$ cat config.mk
export PLATFORM = sky130hd
export DESIGN_NAME = div_ctrl
export DESIGN_NICKNAME = d
export VERILOG_FILES = /design/src/rtl/div_ctrl.sv
export SDC_FILE = /design/constraint.sdc
export NUM_CORES = 1
export LEC_CHECK = 0
export CELL_PAD_IN_SITES_DETAIL_PLACEMENT = 1
export CELL_PAD_IN_SITES_GLOBAL_PLACEMENT = 1
export CORE_UTILIZATION = 35
export DETAILED_ROUTE_END_ITERATION = 10
export PLACE_DENSITY = 0.89
export SYNTH_ARGS = -nofsm -noshare
export SYNTH_HDL_FRONTEND = slang
export SYNTH_SLANG_ARGS = --single-unit
$ cat constraint.sdc
create_clock -name CLK -period 2.4 [get_ports CLK]
set_clock_uncertainty 0.05 [all_clocks]
set_input_delay 0.36 -clock CLK [delete_from_list [all_inputs] [get_ports CLK]]
set_output_delay 0.36 -clock CLK [all_outputs]
set_load 0.02 [all_outputs]
$ cat src/rtl/div_ctrl.sv
// div_ctrl: button-driven sequencer for the 16-by-8 unsigned divider.
// Loads dividend high byte, dividend low byte, then divisor from the slide
// switches on rising edges of BTN[0]. It then starts the divider and waits
// for the result. The quotient or remainder is shown on the display.
// BTN[1] clears the sequence back to the high-byte step.
// Optional feature: define DIV_TIMEOUT_EN to abort S_WAIT after TIMEOUT cycles.
module div_ctrl #(
   parameter int unsigned TIMEOUT = 32
) (
   input  logic        CLK,
   input  logic        RST_N,
   input  logic [1:0]  BTN,
   input  logic [7:0]  SW,
   input  logic        DIV_DONE,
   input  logic [15:0] QUO,
   input  logic [7:0]  REM,
   output logic        DIV_START,
   output logic [15:0] DIVIDEND,
   output logic [7:0]  DIVISOR,
   output logic [15:0] DISP,
   output logic [2:0]  STATE,
   output logic        ERR
);

   typedef enum logic [2:0] {
      StHi    = 3'd0,
      StLo    = 3'd1,
      StDvs   = 3'd2,
      StStart = 3'd3,
      StWait  = 3'd4,
      StShow  = 3'd5,
      StErr   = 3'd6
   } state_e;

   state_e      state_q, state_d;
   logic [1:0]  btn_q;
   logic [1:0]  rise;
   logic [15:0] dividend_q, dividend_d;
   logic [7:0]  divisor_q, divisor_d;
   logic        err_q, err_d;
   logic        show_rem_q, show_rem_d;
   logic [15:0] quo_q, quo_d;
   logic [7:0]  rem_q, rem_d;
   logic        clear;

`ifdef DIV_TIMEOUT_EN
   localparam logic [7:0] TimeoutCnt = 8'(TIMEOUT);
   logic [7:0] cnt_q, cnt_d;
`else
   // TIMEOUT has no effect without the wait timer.
   logic unused_timeout;
   assign unused_timeout = ^TIMEOUT;
`endif

   assign rise = BTN & ~btn_q;

   // State and datapath registers; reset samples BTN so a held button gives no edge.
   always_ff @(posedge CLK) begin
      if (!RST_N) begin
         state_q    <= StHi;
         btn_q      <= BTN;
         dividend_q <= 16'h0000;
         divisor_q  <= 8'h00;
         err_q      <= 1'b0;
         show_rem_q <= 1'b0;
         quo_q      <= 16'h0000;
         rem_q      <= 8'h00;
`ifdef DIV_TIMEOUT_EN
         cnt_q      <= 8'h00;
`endif
      end else begin
         state_q    <= state_d;
         btn_q      <= BTN;
         dividend_q <= dividend_d;
         divisor_q  <= divisor_d;
         err_q      <= err_d;
         show_rem_q <= show_rem_d;
         quo_q      <= quo_d;
         rem_q      <= rem_d;
`ifdef DIV_TIMEOUT_EN
         cnt_q      <= cnt_d;
`endif
      end
   end

   // Next-state and operand/result update logic; clear overrides the per-state action.
   always_comb begin
      state_d    = state_q;
      dividend_d = dividend_q;
      divisor_d  = divisor_q;
      err_d      = err_q;
      show_rem_d = show_rem_q;
      quo_d      = quo_q;
      rem_d      = rem_q;
      clear      = 1'b0;
`ifdef DIV_TIMEOUT_EN
      cnt_d      = cnt_q;
`endif

      case (state_q)
         StHi: begin
            clear = rise[1];
            if (rise[0]) begin
               dividend_d[15:8] = SW;
               state_d          = StLo;
            end
         end
         StLo: begin
            clear = rise[1];
            if (rise[0]) begin
               dividend_d[7:0] = SW;
               state_d         = StDvs;
            end
         end
         StDvs: begin
            clear = rise[1];
            if (rise[0]) begin
               divisor_d = SW;
               if (SW == 8'h00) begin
                  err_d   = 1'b1;
                  state_d = StErr;
               end else begin
                  state_d = StStart;
               end
            end
         end
         StStart: begin
            // The start pulse is already committed here, so buttons are not honoured.
            state_d = StWait;
`ifdef DIV_TIMEOUT_EN
            cnt_d   = 8'h00;
`endif
         end
         StWait: begin
            // Buttons are ignored; their edges are consumed by btn_q regardless.
            if (DIV_DONE) begin
               quo_d      = QUO;
               rem_d      = REM;
               show_rem_d = 1'b0;
               state_d    = StShow;
            end
`ifdef DIV_TIMEOUT_EN
            else if (cnt_q + 8'd1 == TimeoutCnt) begin
               err_d   = 1'b1;
               state_d = StErr;
            end else begin
               cnt_d = cnt_q + 8'd1;
            end
`endif
         end
         StShow: begin
            clear = rise[1];
            if (rise[0]) begin
               show_rem_d = ~show_rem_q;
            end
         end
         StErr: begin
            clear = rise[1];
         end
         default: begin
            clear = 1'b1;
         end
      endcase

      if (clear) begin
         state_d    = StHi;
         dividend_d = 16'h0000;
         divisor_d  = 8'h00;
         err_d      = 1'b0;
         show_rem_d = 1'b0;
         quo_d      = 16'h0000;
         rem_d      = 8'h00;
      end
   end

   // Output decode from registered state.
   always_comb begin
      DIV_START = (state_q == StStart);
      DIVIDEND  = dividend_q;
      DIVISOR   = divisor_q;
      STATE     = state_q;
      ERR       = err_q;
      case (state_q)
         StShow:  DISP = show_rem_q ? {8'h00, rem_q} : quo_q;
         StErr:   DISP = 16'hEEEE;
         default: DISP = dividend_q;
      endcase
   end

endmodule
### After elaboration in Yosys (flattened, before gate mapping)

Index checks and enable logic that the tools add are counted.

| storage, ports and cells | value |
|---|---|
| input port bits | 37 |
| word-level logic and storage cells | 50 |
| register bits after elaboration | 55 |
| output and inout port bits | 45 |

| cells by class | value |
|---|---|
| reductions and logical operators | 14 |
| bitwise logic cells | 4 |
| muxes and demuxes | 12 |
| equal/unequal tests | 11 |

Operator list:

| kind | number |
|---|---|
| $pmux 16 s2 | 1 |
| $mux 16 | 1 |
| $mux 3 | 5 |
| $pmux 3 s5 | 1 |
| $ne 2x2->1 const B | 5 |
| $eq 3x3->1 const B | 3 |
| $logic_not 8->1 | 1 |
| $reduce_and 2->1 | 4 |
| $eq 3x2->1 const B | 2 |
| $reduce_and 3->1 | 2 |
| $reduce_and 5->1 | 1 |
| $reduce_bool 5->1 | 1 |
| $reduce_or 5->1 | 1 |
| $pmux 1 s2 | 2 |
| $reduce_or 2->1 | 2 |
| $eq 3x1->1 const B | 1 |
| $logic_not 3->1 | 1 |
| $and 2x2->2 | 1 |
| $mux 1 | 2 |
| $not 1->1 | 2 |
| $not 2->2 | 1 |
| $reduce_bool 2->1 | 1 |

### Logic depth before layout (Yosys ltp)

Gate-level depths: netlist of run 1.

| depth | value |
|---|---|
| depth in word-level cells | 4 |
| depth in mapped cells | 7 |
| depth with buffers taken out | 4 |

### Worst setup path before layout of run 1

OpenSTA, ideal clock, no wires.

| timing | value |
|---|---|
| path type | reg-to-output |
| start | register state_q[1] (netlist: STATE[1]) |
| end | output DISP[1] |
| buffers on the path | 2 |
| stages on the path, launching flop included | 7 |
| data arrival time | 1.531 ns |
| path slack | 0.459 ns |
| required time | 1.990 ns |
| cell sequence | dfxtp_1 > buf_2 > xor2_1 > and2_1 > clkbuf_1 > nor2_1 > a21oi_1 |

| on the way | value |
|---|---|
| word-level cells in the longest chain between the ends | 2 |
| elaborated cells between the ends (all ways) | 3 |
| those cells by class | eq/ne (2); mux (1) |

RTL lines:

| item | RTL line | RTL |
|---|---|---|
| start, declared | 35 | `state_e state_q, state_d;` |
| start signal, assigned | 60 | `state_q <= StHi;` |
| start signal, assigned | 72 | `state_q <= state_d;` |
| $eq 3x3->1 | 183 | `case (state_q)` |
| $pmux 16 s2 (*) | 183 |  |
| end, declared | 20 | `output logic [15:0] DISP,` |

Every way passes the cells marked *; elsewhere a longest branch is shown, timed or not.

### Worst setup path in the final report of run 1

| timing | value |
|---|---|
| start | register state_q[1] (netlist: STATE[1]) |
| end | output DIV_START |

| on the way | value |
|---|---|
| word-level cells in the longest chain between the ends | 1 |

RTL lines:

| item | RTL line | RTL |
|---|---|---|
| $eq 3x2->1 | 178 | `DIV_START = (state_q == StStart);` |
| end, declared | 17 | `output logic DIV_START,` |

Every way passes these cells.

==> flow_metrics.tcl, run 1 <==
set metrics [dict create \
    grt_pass1_wl_mm 11.7 \
    drt_wl_total_mm 7.18 \
    synth_top_cell_by_area "dfxtp_1" \
    critPathMaxFanout 15 \
    cts-root-buf "clkbuf_8" \
    cpLargestDelayFamily "buffers and inverters" \
    cts.sinks 55 \
    synthesis.area_sq_um 2400 \
    vdd_drop_max_v 0.000234 \
    cts_tree "yes" \
    clockBufferDepth 2 \
    outcome "finished with violations" \
    crit_start "STATE[1]$_SDFFE_PP0P_" \
    fp.dieW_um 84.8 \
    internal_power_mw 1.28 \
    seqPwrFrac_pct 55.1 \
    timing.setup.tns_ps 0 \
    power_switching_mw 0.421 \
    grt.overflow.total 0 \
    ys_types 32 \
    worstSkewPairLatency_ps 310 \
    seq_area_frac_synth_pct 45.9 \
    slew_headroom_pct 68.0 \
    dieArea_sq_um 7190 \
    reg2reg_from "STATE[0]$_SDFFE_PP0P_" \
    route.detailed.drc 5 \
    floorplan.rows 29 \
    die-height_um 84.8 \
    fin_util_pct 52.5 \
    synth_seq_cells 55 \
    grt_max_degree 54 \
    worst-slew-pin-transition_ps 480 \
    place_congestion 0.872 \
    clk_pin_slew_worst_paths_ps 100 \
    synth.avg_cell_area_sq_um 8.51 \
    cp_data_required_time_ps 1990 \
    criticalPathCategory "flop to output port" \
    dp_hpwl_mm 5.43 \
    power_frac_clock_pct 31.5 \
    diodes 0 \
    violations "design-rule violations" \
    areaGrowthSynthToFinish_pct 42.0 \
    final_cell_mix "clkdlybuf4s50_1 (65), dfxtp_1 (52), nand2_1 (52), a21oi_1 (35), nor2_1 (34)" \
    start_util_pct 36.9 \
    mostFrequentLayoutCell "clkdlybuf4s50_1" \
    synth_top_area_share_pct 45.9 \
    rsz0062_at_grt "false" \
    drive_above_1_share_pct 6.42 \
    grt_pass1_vias 2356 \
    htree_levels 2 \
    yosys_warnings 0 \
    cpPeakStageDelay_ps 620 \
    track_usage_pct 21.1 \
    start_kind "flop" \
    cp_cell_sequence "buf_4 > nand2b_1 > nor2_1 > clkdlybuf4s50_1" \
    port_buffers 81 \
    numCtsBuffers 5 \
    num_vias 2245 \
    antenna_found_initial 0 \
    num-nets-final 394 \
    power_leakage_nw 1.58 \
    hp-start "quo_q[8]$_SDFFE_PP0P_" \
    syn_inst 282 \
    finalHoldWorstSlack_ps 416 \
    drv_slew 0 \
    end_kind "output port" \
    fin_crit_ps 2190 \
    syn-num-nets 319 \
    slowest_stage "clkdlybuf4s50_1" \
    drv_cap 0 \
    final_area_sq_um 3410 \
    comb_power_share_pct 13.4 \
    core_area_sq_um 6490 \
    cp_num_buf_inv 2 \
    ant_nets 0 \
    synthTopCellsByArea "dfxtp_1 (46%), mux2i_1 (13%), nand2_1 (8.1%)" \
    drt_iter0_markers 105 \
    hp-class "flop to flop" \
    viasPerCell 5.16 \
    hold_viol 0 \
    p_per_area_nw_per_um2 501 \
    setup_viol 0 \
    post-route-period-util_pct 91.4 \
    placed_cell_area_sq_um 3280 \
    wire_per_inst_um 16.5 \
    ctsHoldBuffers 0 \
    drt_pre_antenna_iters 7 \
    cp.arrival_ps 1780 \
    sw_frac_of_total_pct 24.7 \
    fmax_mhz 456 \
    ios 82 \
]
through the flow:
step           setup WS, ps  instances  power [mW]
5_1_grt                75.5        435        1.79
3_5_place_dp            125        427        1.19
2_1_floorplan           459        282        1.06
3_3_place_gp            217        427        1.19
4_1_cts                40.6        435        1.72
6_report                207        435        1.71
flip-flops by register name, indices dropped and copies added (netlist names):
register    count
DIVIDEND       16
show_rem_q      1
STATE           3
btn_q           2
rem_q           8
ERR             1
DIVISOR         8
quo_q          16
power by group through the flow:
stage	clock network, mW	logic [mW]	registers (mW)
6_report	0.538	0.228	0.940
4_1_cts	0.546	0.230	0.940
5_1_grt	0.601	0.244	0.943
3_3_place_gp	0	0.225	0.960
3_5_place_dp	0	0.230	0.961
2_1_floorplan	0	0.0923	0.970
final cells by class:
class                   count  area, sq um
repair buffers             89          908
flip-flops and latches     55         1100
clock inverters             1         8.76
fillers                   769         3090
clock buffers               7         86.3
multi-input cells         204         1190
inverters                   2         7.51
well taps                  77         96.3
cells in the mapped netlist (all sizes together):
| library cell | number |
|---|---|
| dfxtp | 55 |
| nand2 | 53 |
| a21oi | 35 |
| nor2 | 35 |
| mux2i | 32 |
| buf | 15 |
| o22a | 12 |
| nor2b | 9 |
| clkbuf | 6 |
| o21ai | 5 |
| or4 | 4 |
| nand2b | 3 |
| a22o | 2 |
| inv | 2 |
| or3 | 2 |
| a311oi | 1 |
| a31oi | 1 |
| and2 | 1 |
| nand3 | 1 |
| nand3b | 1 |
| nand4b | 1 |
| nor3 | 1 |
| o211ai | 1 |
| o22ai | 1 |
| o311a | 1 |
| or2 | 1 |
| xor2 | 1 |
timing repair:
item	in CTS	in global routing
setup endpoints to repair	16	11
resized for setup	10	12
setup buffers	0	0
logic make-up after synthesis:
family	after synthesis	share of synthesized area [%]
flops	55	45.9
mux	32	13.3
simple gates	112	20.4
xor+xnor	1	0.365
compound gates	59	15.1
buf+inv	23	4.95
worst register-to-register path: cells and delay by family, from the launching register on:
kind / cells / cell delay, ps
buffers and inverters: 2 / 270
multiplexers: 1 / 250
flip-flops: 1 / 400
AND/OR/NAND/NOR: 2 / 790
worst paths after layout:
check	cells after the start	slack (ps)	endpoint
min	2	420	quo_q[8]$_SDFFE_PP0P_
min reg2reg	2	420	quo_q[8]$_SDFFE_PP0P_
max	4	210	DIV_START
max reg2reg	5	540	DIVIDEND[7]$_SDFFE_PP0P_
per-layer routing:
layer	share of wire, %	track usage (%)	vias up
met5	0	0	-
met4	1.7	7.55	0
met3	4.2	4.52	10
met2	48	35.3	68
met1	46	27.0	1060
li1	-	-	1107
Power figures use the tool's default switching activity.
==> inputs of run 2 (changes only) <==
--- a/config.mk
+++ b/config.mk
@@ -8,6 +8,7 @@
 export CELL_PAD_IN_SITES_DETAIL_PLACEMENT = 1
 export CELL_PAD_IN_SITES_GLOBAL_PLACEMENT = 1
 export CORE_UTILIZATION = 35
+export CTS_BUF_LIST = sky130_fd_sc_hd__clkbuf_16
 export DETAILED_ROUTE_END_ITERATION = 10
 export PLACE_DENSITY = 0.89
 export SYNTH_ARGS = -nofsm -noshare
==> run 2 against run 1 <==
Net effect:
- the flow still finishes with violations (design-rule violations)
- routed wire length grew 1.7%
- register-to-register slack got worse by 70 ps
- first-iteration DRC count grew 18%
- combinational power hardly changed
- flip-flop and latch count unchanged
- maximum frequency down 6.0%
- global-route usage is 0.15 points higher
- core utilization rose by 0.50 points
- largest power group unchanged
- highest routed layer unchanged
==> flow_metrics.tcl, run 2 (synthesis results as in run 1) <==
set metrics [dict create \
    power_switching_mw 0.434 \
    worstSkewPairLatency_ps 290 \
    grt.overflow.total 0 \
    antenna_found_initial 0 \
    drv_slew 0 \
    numCtsBuffers 5 \
    final_area_sq_um 3440 \
    placed_cell_area_sq_um 3280 \
    post-route-period-util_pct 97.2 \
    fp.dieW_um 84.8 \
    cts-root-buf "clkbuf_16" \
    pre_cts_ws_ps 125 \
    die-height_um 84.8 \
    power_leakage_nw 1.48 \
    p_per_area_nw_per_um2 542 \
    start_util_pct 36.9 \
    track_usage_pct 21.3 \
    core_area_sq_um 6490 \
    outcome "finished with violations" \
    num_vias 2275 \
    fin_util_pct 53.0 \
    hold_viol 0 \
    fmax_mhz 429 \
    final_cell_mix "clkdlybuf4s50_1 (72), dfxtp_1 (52), nand2_1 (52), a21oi_1 (35), nor2_1 (34)" \
    hp-class "flop to flop" \
    cts.sinks 55 \
    port_buffers 81 \
    dp_hpwl_mm 5.43 \
    cp_data_required_time_ps 1990 \
    drt_pre_antenna_iters 8 \
    mostFrequentLayoutCell "clkdlybuf4s50_1" \
    violations "design-rule violations" \
    slew_headroom_pct 67.4 \
    htree_levels 2 \
    num-nets-final 394 \
    sw_frac_of_total_pct 23.3 \
    critPathMaxFanout 9 \
    grt_pass1_wl_mm 11.8 \
    diodes 0 \
    criticalPathCategory "flop to output port" \
    internal_power_mw 1.43 \
    vdd_drop_max_v 0.000251 \
    drt_iter0_markers 124 \
    ant_nets 0 \
    drive_above_1_share_pct 6.15 \
    ios 82 \
    dieArea_sq_um 7190 \
    place_congestion 0.872 \
    drt_wl_total_mm 7.31 \
    power_mw 1.86 \
    wire_per_inst_um 16.8 \
    end_kind "output port" \
    setup_viol 0 \
    grt_max_degree 54 \
    cp.arrival_ps 1920 \
    start_kind "flop" \
    grt_pass1_vias 2355 \
    fin_crit_ps 2330 \
    cts_tree "yes" \
    floorplan.rows 29 \
    power_frac_clock_pct 37.2 \
    worst-slew-pin-transition_ps 488 \
    areaGrowthSynthToFinish_pct 43.3 \
    drv_cap 0 \
    clockBufferDepth 2 \
    layout_setup_ws_ps 67.4 \
    viasPerCell 5.23 \
    comb_power_share_pct 12.3 \
    clk_pin_slew_worst_paths_ps 70 \
    route.detailed.drc 5 \
    seqPwrFrac_pct 50.5 \
]
[run 2: cell types whose count changed in the layout (fill, tap and decap cells not counted), sizes merged]
cell	delta
dlygate4sd2	-1
clkinv	+1
clkbuf	-2
dlymetal6s2s	-6
clkdlybuf4s50	+7
inv	+1
[run 2: worst paths after layout]
path,from,to,slack [ps],depth (start not counted)
worst max-delay path,STATE[2]$_SDFFE_PP0P_,DISP[0],70,4
worst min-delay path,quo_q[8]$_SDFFE_PP0P_,quo_q[8]$_SDFFE_PP0P_,410,2
worst max register to register,STATE[0]$_SDFFE_PP0P_,DIVIDEND[6]$_SDFFE_PP0P_,470,5
worst min register to register,quo_q[8]$_SDFFE_PP0P_,quo_q[8]$_SDFFE_PP0P_,410,2
[run 2: metal layers]
metal	vias up	global-route usage, %	share of wire [%]
li1	1112	-	-
met1	1079	27.4	44
met2	70	35.8	50
met3	14	3.24	4.3
met4	0	8.47	2.5
met5	-	0	0
[run 2: area by class of cell]
type,count,area [sq um]
Fill cell,772,3060
Multi-Input combinational cell,204,1190
Sequential cell,55,1100
Timing Repair Buffer,89,895
Clock buffer,5,125
Tap cell,77,96.3
Clock inverter,3,16.3
Inverter,2,7.51
[run 2: power by group through the flow]
| stage | Clock (mW) | Sequential (mW) | Combinational (mW) |
|---|---|---|---|
| global route | 0.757 | 0.942 | 0.246 |
| floorplan | 0 | 0.970 | 0.0923 |
| global placement | 0 | 0.960 | 0.225 |
| detailed placement | 0 | 0.961 | 0.230 |
| finish | 0.694 | 0.941 | 0.230 |
| CTS | 0.709 | 0.940 | 0.231 |
[run 2: repair_timing]
item                       4_1_cts  5_1_grt
setup endpoints to repair       16       10
hold buffers                     0        0
gates resized for setup          7        8
gates cloned                     0        0
buffers inserted                 0        0
[run 2: worst max-delay path, stage by stage (launching register included)]
cell             delay, ps
dfxtp_2                420
nand2_2                 70
or2_1                  270
o21ai_1                230
clkdlybuf4s50_1        640
[run 2: stage by stage]
step,hold slack (ps),instances,TNS [ps]
2_1_floorplan,338,282,0
3_3_place_gp,393,427,0
3_5_place_dp,406,427,0
4_1_cts,415,435,0
5_1_grt,436,435,-22.4
6_report,412,435,0
==> inputs of run 3 (changes only) <==
--- a/config.mk
+++ b/config.mk
@@ -10,7 +10,8 @@
 export CORE_UTILIZATION = 35
 export CTS_BUF_LIST = sky130_fd_sc_hd__clkbuf_16
 export DETAILED_ROUTE_END_ITERATION = 10
-export PLACE_DENSITY = 0.89
+export GPL_ROUTABILITY_DRIVEN = 0
+export PLACE_DENSITY = 0.81
 export SYNTH_ARGS = -nofsm -noshare
 export SYNTH_HDL_FRONTEND = slang
 export SYNTH_SLANG_ARGS = --single-unit
==> run 3 against run 2 <==
Net effect:
- flip-flop and latch count unchanged
- die area unchanged
- clock power up 0.9%
- the run still ends with design-rule violations left
- sequential power about the same
- cell count up 0.46%
- largest cell class unchanged
==> flow_metrics.tcl, run 3 (synthesis results as in run 1) <==
set metrics [dict create \
    rsz0062_at_grt "false" \
    power_leakage_nw 1.47 \
    diodes 0 \
    dp_hpwl_mm 5.29 \
    cts.sinks 55 \
    mostFrequentLayoutCell "clkdlybuf4s50_1" \
    critPathMaxFanout 18 \
    port_buffers 81 \
    cp.arrival_ps 1920 \
    timing.setup.tns_ps 0 \
    route.detailed.drc 7 \
    viasPerCell 5.18 \
    dieArea_sq_um 7190 \
    grt_pass1_vias 2293 \
    final_cell_mix "clkdlybuf4s50_1 (75), dfxtp_1 (54), nand2_1 (52), a21oi_1 (35), nor2_1 (34)" \
    outcome "finished with violations" \
    areaGrowthSynthToFinish_pct 44.3 \
    drv_cap 0 \
    floorplan.rows 29 \
    drt_wl_total_mm 7.20 \
    numCtsBuffers 5 \
    criticalPathCategory "flop to output port" \
    ios 82 \
    grt_pass1_wl_mm 11.5 \
    drv_slew 0 \
    setup_viol 0 \
    post-route-period-util_pct 96.9 \
    drt_pre_antenna_iters 8 \
    drt_iter0_markers 119 \
    antenna_found_initial 0 \
    num-nets-final 396 \
    fmax_mhz 430 \
    grt_max_degree 54 \
    track_usage_pct 20.6 \
    ant_nets 0 \
    clockBufferDepth 2 \
    end_kind "output port" \
    final_area_sq_um 3460 \
    num_vias 2265 \
    power_mw 1.87 \
    finalHoldWorstSlack_ps 402 \
    fin_crit_ps 2330 \
    die-height_um 84.8 \
    placed_cell_area_sq_um 3310 \
    seq_area_sq_um 1100 \
    core_area_sq_um 6490 \
    cp_data_required_time_ps 1990 \
    vdd_drop_max_v 0.000254 \
    clk_pin_slew_worst_paths_ps 70 \
    drive_above_1_share_pct 6.11 \
    wire_per_inst_um 16.5 \
    multi_input_comb_area_sq_um 1190 \
    start_util_pct 36.9 \
    grt.overflow.total 0 \
    p_per_area_nw_per_um2 540 \
    worstSkewPairLatency_ps 290 \
    cts-root-buf "clkbuf_16" \
    hold_viol 0 \
    start_kind "flop" \
    slew_headroom_pct 67.5 \
    hp-class "flop to flop" \
    fp.dieW_um 84.8 \
    final.fill_count 768 \
    cts_tree "yes" \
    worst-slew-pin-transition_ps 487 \
    htree_levels 2 \
    violations "design-rule violations" \
]
run 3: changes by cell type in the layout (fill, tap and decap cells not counted):
cell	previous run	this run
clkdlybuf4s50_1	72	75
dlygate4sd2_1	4	1
inv_1	2	1
buf_4	6	8
buf_6	1	0
clkinvlp_4	0	1
clkinv_1	1	2
dfxtp_1	52	54
dfxtp_2	3	1
buf_12	1	2
clkinv_4	1	0
run 3: worst paths after layout:
check | cells past startpoint | slack (ps) | startpoint | to
min | 2 | 400 | quo_q[2]$_SDFFE_PP0P_ | quo_q[2]$_SDFFE_PP0P_
max reg2reg | 5 | 490 | STATE[0]$_SDFFE_PP0P_ | DIVIDEND[4]$_SDFFE_PP0P_
max | 5 | 70 | STATE[0]$_SDFFE_PP0P_ | DISP[14]
min reg2reg | 2 | 400 | quo_q[2]$_SDFFE_PP0P_ | quo_q[2]$_SDFFE_PP0P_
run 3: per-stage QoR:
| stage | setup slack (ps) | util, % | instances |
|---|---|---|---|
| 5_1_grt | 0.181 | 53.3 | 437 |
| 3_3_place_gp | 259 | 50.9 | 429 |
| 2_1_floorplan | 459 | - | 282 |
| 6_report | 74.4 | 53.3 | 437 |
| 3_5_place_dp | 176 | 50.9 | 429 |
| 4_1_cts | 1.77 | 53.1 | 437 |
run 3: per-layer routing:
| layer | wire length [um] | up-vias | global-route usage (%) |
|---|---|---|---|
| met4 | 181 | 0 | 8.01 |
| met5 | 0 | - | 0 |
| li1 | - | 1111 | - |
| met1 | 3340 | 1078 | 26.7 |
| met2 | 3390 | 62 | 34.8 |
| met3 | 291 | 14 | 2.95 |
run 3: report_power, final:
group | switching, mW | total, mW | internal (mW) | leakage, nW
Clock | 0.320 | 0.700 | 0.380 | 0.0649
Sequential | 0.0140 | 0.940 | 0.926 | 0.445
Combinational | 0.107 | 0.231 | 0.123 | 0.963
Total | 0.442 | 1.87 | 1.43 | 1.47
run 3: final cells by class:
type,count,area share [%]
Multi-Input combinational cell,204,34.5
Sequential cell,55,31.8
Timing Repair Buffer,91,26.6
Clock buffer,5,3.61
Tap cell,77,2.78
Clock inverter,3,0.434
Inverter,2,0.217
run 3: repair_timing:
item | 4_1_cts | 5_1_grt
endpoints found under the setup margin | 8 | 7
resized for setup | 3 | 6
setup buffers | 0 | 0
hold buffers | 0 | 0
run 3: critical path: stages, from the launching register on:
cell and delay, ps:
dfxtp_1 380, buf_4 250, a21oi_1 90, buf_4 160
o22a_1 200, clkdlybuf4s50_1 540
